`src/rtl/viterbi_pkg.sv`:
```
// Shared constants for the rate-1/2, K=3 convolutional code and its encoder FSM.
// The decoder's branch metrics use the same generators, so they live only here.
package viterbi_pkg;

    localparam int K = 3;
    localparam logic [K-1:0] G0 = 3'b111;
    localparam logic [K-1:0] G1 = 3'b101;

    typedef enum logic [1:0] {
        IDLE   = 2'd0,
        ENCODE = 2'd1,
        DONE   = 2'd2
    } enc_state_t;

endpackage

```
`src/rtl/conv_enc_core.sv`:
```
// Shift-register core of the convolutional encoder: holds {s1,s2} and registers {c0,c1}.
// i_clr together with i_en encodes i_bit from a zero state, so a frame starts without a dead cycle.
module conv_enc_core
    import viterbi_pkg::*;
(
    input  logic       i_clk,
    input  logic       i_rst_n,
    input  logic       i_clr,
    input  logic       i_en,
    input  logic       i_bit,
    output logic [1:0] o_sym
);

    logic [K-2:0] hist;
    logic [K-2:0] hist_eff;
    logic [K-1:0] win;

    always_comb begin
        hist_eff = i_clr ? {(K-1){1'b0}} : hist;
        win      = {i_bit, hist_eff};
    end

    always_ff @(posedge i_clk or negedge i_rst_n) begin
        if (!i_rst_n) begin
            hist  <= '0;
            o_sym <= 2'b00;
        end else if (i_en) begin
            o_sym <= {^(win & G0), ^(win & G1)};
            hist  <= win[K-1:1];
        end else if (i_clr) begin
            hist  <= '0;
        end
    end

endmodule

```
`src/rtl/conv_encoder_frame.sv`:
```
// Frame-level rate-1/2 encoder: one SIZE_MSG-bit message in, one SIZE_CODE-bit coded word out.
// State | meaning: IDLE wait for i_start; ENCODE one symbol per cycle; DONE o_done pulse, may restart.
module conv_encoder_frame
    import viterbi_pkg::*;
#(
    parameter int SIZE_MSG  = 8,
    parameter int SIZE_CODE = 16
) (
    input  logic                 i_clk,
    input  logic                 i_rst_n,
    input  logic                 i_start,
    input  logic [SIZE_MSG-1:0]  i_data,
    output logic [SIZE_CODE-1:0] o_data,
    output logic                 o_done,
    output logic                 o_busy,
    output logic [1:0]           o_sym,
    output logic                 o_sym_valid
);

    localparam int CNT_W = (SIZE_MSG > 1) ? $clog2(SIZE_MSG) : 1;
    localparam logic [CNT_W-1:0] LAST = CNT_W'(SIZE_MSG - 1);

    enc_state_t            state, state_nxt;
    logic [CNT_W-1:0]      cnt;
    logic [SIZE_MSG-1:0]   msg_sr;
    logic [SIZE_CODE-1:0]  word_sr;
    logic                  start_ok;
    logic                  core_clr, core_en, core_bit;

    conv_enc_core u_core (
        .i_clk   (i_clk),
        .i_rst_n (i_rst_n),
        .i_clr   (core_clr),
        .i_en    (core_en),
        .i_bit   (core_bit),
        .o_sym   (o_sym)
    );

    // The first bit is encoded on the start edge itself, so cycle 1 already shows step 0.
    always_comb begin
        state_nxt = state;
        start_ok  = 1'b0;
        core_clr  = 1'b0;
        core_en   = 1'b0;
        core_bit  = msg_sr[SIZE_MSG-1];
        case (state)
            IDLE, DONE: begin
                if (state == DONE) state_nxt = IDLE;
                if (i_start) begin
                    start_ok  = 1'b1;
                    state_nxt = ENCODE;
                    core_clr  = 1'b1;
                    core_en   = 1'b1;
                    core_bit  = i_data[SIZE_MSG-1];
                end
            end
            ENCODE: begin
                if (cnt == LAST) state_nxt = DONE;
                else             core_en   = 1'b1;
            end
            default: state_nxt = IDLE;
        endcase
    end

    always_ff @(posedge i_clk or negedge i_rst_n) begin
        if (!i_rst_n) begin
            state       <= IDLE;
            cnt         <= '0;
            msg_sr      <= '0;
            word_sr     <= '0;
            o_data      <= '0;
            o_done      <= 1'b0;
            o_busy      <= 1'b0;
            o_sym_valid <= 1'b0;
        end else begin
            state       <= state_nxt;
            o_done      <= (state_nxt == DONE);
            o_busy      <= (state_nxt == ENCODE);
            o_sym_valid <= (state_nxt == ENCODE);
            if (start_ok) begin
                msg_sr  <= i_data << 1;
                cnt     <= '0;
                word_sr <= '0;
            end else if (state == ENCODE) begin
                msg_sr  <= msg_sr << 1;
                cnt     <= cnt + 1'b1;
                word_sr <= {word_sr[SIZE_CODE-3:0], o_sym};
                if (cnt == LAST) o_data <= {word_sr[SIZE_CODE-3:0], o_sym};
            end
        end
    end

endmodule

```
`config.mk`:
```
export PLATFORM = sky130hd
export DESIGN_NAME = conv_encoder_frame
export DESIGN_NICKNAME = d
export VERILOG_FILES = /design/src/rtl/viterbi_pkg.sv /design/src/rtl/conv_enc_core.sv /design/src/rtl/conv_encoder_frame.sv
export SDC_FILE = /design/constraint.sdc
export NUM_CORES = 1
export LEC_CHECK = 0
export CORE_MARGIN = 4
export CORE_UTILIZATION = 50
export CTS_BUF_LIST = sky130_fd_sc_hd__clkbuf_8
export CTS_CLUSTER_DIAMETER = 80
export DETAILED_ROUTE_END_ITERATION = 10
export PLACE_DENSITY_LB_ADDON = 0.25
export SLEW_MARGIN = 20
export SYNTH_ARGS = -nofsm -noshare
export SYNTH_HDL_FRONTEND = slang
export SYNTH_SLANG_ARGS = --single-unit
export TNS_END_PERCENT = 1
```
`constraint.sdc`:
```
create_clock -name i_clk -period 2.4 [get_ports i_clk]
set_input_delay 0.36 -clock i_clk [delete_from_list [all_inputs] [get_ports i_clk]]
set_output_delay 0.36 -clock i_clk [all_outputs]
set_load 0.01 [all_outputs]
```
==> out/results.ini <==
[worst_setup_path]
required_ns=2.59
path_delay_family=simple AND/OR/NAND/NOR gates
critPathKind=reg2reg
critPathBufInv=0
crit_slowest_cell=nor3b_2
path_cells=ha_1 > ha_1 > nor3b_2 > mux2i_1 > o21ai_1
reg2reg_depth=5
worst-path-stages=5
crit_fanout=6
critPathMaxStageDelay_ns=0.46
cp-end-kind=flop
critPathLaunchType=flop
arrival_ns=1.92
crit_top_cell=ha_1

[run]
cap_violations=0

[worst_hold_path]
holdCritPathClass=in2async

[placed_design]
dpl.hpwl_um=2198
place_congestion=0.7402
io_buffers=31

[clocking]
root_buffer=clkbuf_8
cts_hold_buf=0
clockBufferDepth=2
insertion_delay_ns=0.30
cts_setup_buffers=0
clock_sinks=48
numCtsBuffers=5
cts_max_level=2
clk_pin_slew_ns=0.08
tritoncts=yes
post_cts_resized=0

[synthesis]
async_reset_ff_share_pct=100.0
synthFlopType=dfrtp_1
ys_warn_count=0
synth_top_area_share_pct=62.70
yosysTopAreaCell=dfrtp_1
synth_top_cells_by_count=dfrtp_1 (48), a22o_1 (23), mux2_2 (9), mux2_4 (9), a21o_1 (6)
synth-seq-area-share_pct=62.70
ys_ff_latch=48
synthTopCellsByArea=dfrtp_1 (63%), a22o_1 (11%), mux2_4 (7.1%)
syn_avg_cell_area_um2=15.08
syn_inst=127
yosysUniqueCellTypes=26
yosysMostFrequentCell=dfrtp_1
synthesis.nets=140
synth_edf_count=0
syn-cell-area_um2=1916

[global_route]
grt_first_pass_wirelength_um=5706
antenna_found_initial=0
grt.overflow.total=0
grt_use_total_pct=15.06
grt_start_max_net_pins=49
grt_pass1_vias=1164

[cells_and_area]
n_fill_cell=301
fin_nets=174
syn_to_final_growth_pct=22.73
antenna_cells=0
utilization_pct=63.74
layout-drive-gt1-share_pct=22.84

[floorplan]
die_area_um2=4885
pin_count=32
die_y_um=69.90
die_w_um=69.90
core_um2=3689
initial_utilization_pct=51.93
rows=22

[timing]
setup_violations=0
hold_viol=0
drv_slew=0
tns_ns=0
rsz0062_at_grt=no
finalCritPeriodShare_pct=71.99
slew_headroom_pct=41.74
fin_skew_ns=0.007139
fmax_ghz=0.5788
fin_crit_ns=1.728
tightest_slew_ns=0.8730

[route]
post-route-drc-count=0
routed_wl_um=3219
dr.pass1.iters=4
via_per_inst=5.352
avgRoutedWirePerCell_um=15.33
final_antenna_net_count=0
drtIter0Drc=53
num_vias=1124

[power_and_ir_drop]
powerDensity_nw_per_um2=1362
total_leakage_power_nw=1.167
worst_ir_drop_vdd_mv=0.7099

[status]
status=finished clean

## flip-flops by register name, summed over array words and instances (netlist names)
signal,count
state,2
o_sym_valid,1
o_data,16
word_sr,14
u_core.hist,2
cnt,3
u_core.o_sym,2
msg_sr,7
o_done,1
## worst register-to-register path, cell delays in order (launching register included)
cell	delay (ns)
dfrtp_1	0.39
ha_1	0.20
ha_1	0.24
nor3b_2	0.46
mux2i_1	0.24
o21ai_1	0.08
## placed cells by master, fill, tap and decap left out, types with 2 or more instances in the layout
| cell type | n |
|---|---|
| clkbuf_8 | 6 |
| a21o_1 | 6 |
| ha_1 | 2 |
| or2_2 | 2 |
| inv_1 | 2 |
| mux2_4 | 9 |
| clkinv_2 | 2 |
| mux2_2 | 9 |
| a22o_1 | 23 |
| nor2_1 | 2 |
| dfrtp_1 | 48 |
| mux2i_1 | 3 |
| o21ai_1 | 2 |
| buf_4 | 4 |
| clkdlybuf4s50_1 | 30 |
## layer usage
metal	vias up	track usage (%)	part of all wire [%]
met5	-	0	0
met4	0	6.383	2.0
met3	8	5.899	4.8
met2	25	23.29	47
met1	564	18.83	46
li1	527	-	-
## where the power goes
group,internal (W),leakage (nW),total (W),switching (W)
Clock,0.000230,0.0510,0.000487,0.000257
Combinational,0.000794,0.506,0.00133,0.000538
Sequential,0.00115,0.610,0.00138,0.000230
## layout make-up
class / count / area, um2 / area share [%]
sequential: 48 / 1201 / 51.09
multi-input combinational: 69 / 654.4 / 27.83
timing repair buffer: 35 / 335.3 / 14.26
clock buffer: 6 / 82.58 / 3.513
tap: 48 / 60.06 / 2.555
clock inverter: 2 / 10.01 / 0.4258
inverter: 2 / 7.507 / 0.3193
## final timing paths
kind,from,end,slack (ns)
worst max register to register,cnt[0],u_core.hist[1],0.67
max in group asynchronous,i_rst_n,o_data[12],1.86
min in group i_clk,msg_sr[4],msg_sr[4],0.48
worst min register to register,msg_sr[4],msg_sr[4],0.48
worst min-delay path,i_rst_n,o_data[2],0.14
worst max-delay path,cnt[0],u_core.hist[1],0.67
## metrics by stage
step                      setup WS, ns  hold WS [ns]  power, W  area [um2]  instances
final                           0.6723        0.1371  0.003203        2351        210
after global routing            0.5131        0.1863  0.003433        2351        210
after CTS                       0.6709        0.1535  0.003241        2351        210
after detailed placement        0.4049        0.4692  0.002745        2258        202
after global placement          0.4363        0.4648  0.002681        2258        202
after floorplan                 0.8333       0.06441  0.002254        1916        127
## cells by family after synthesis
family	Yosys count	share of synthesized area (%)
AND/OR/NAND/NOR	11	4.050
buffers and inverters	10	3.135
adder cells (fa/ha/maj)	2	1.306
AO/OA/AOI/OAI	33	13.98
flip-flops	48	62.70
multiplexers	21	13.91
XOR/XNOR	2	0.9146
Power figures use the tool's default switching activity.
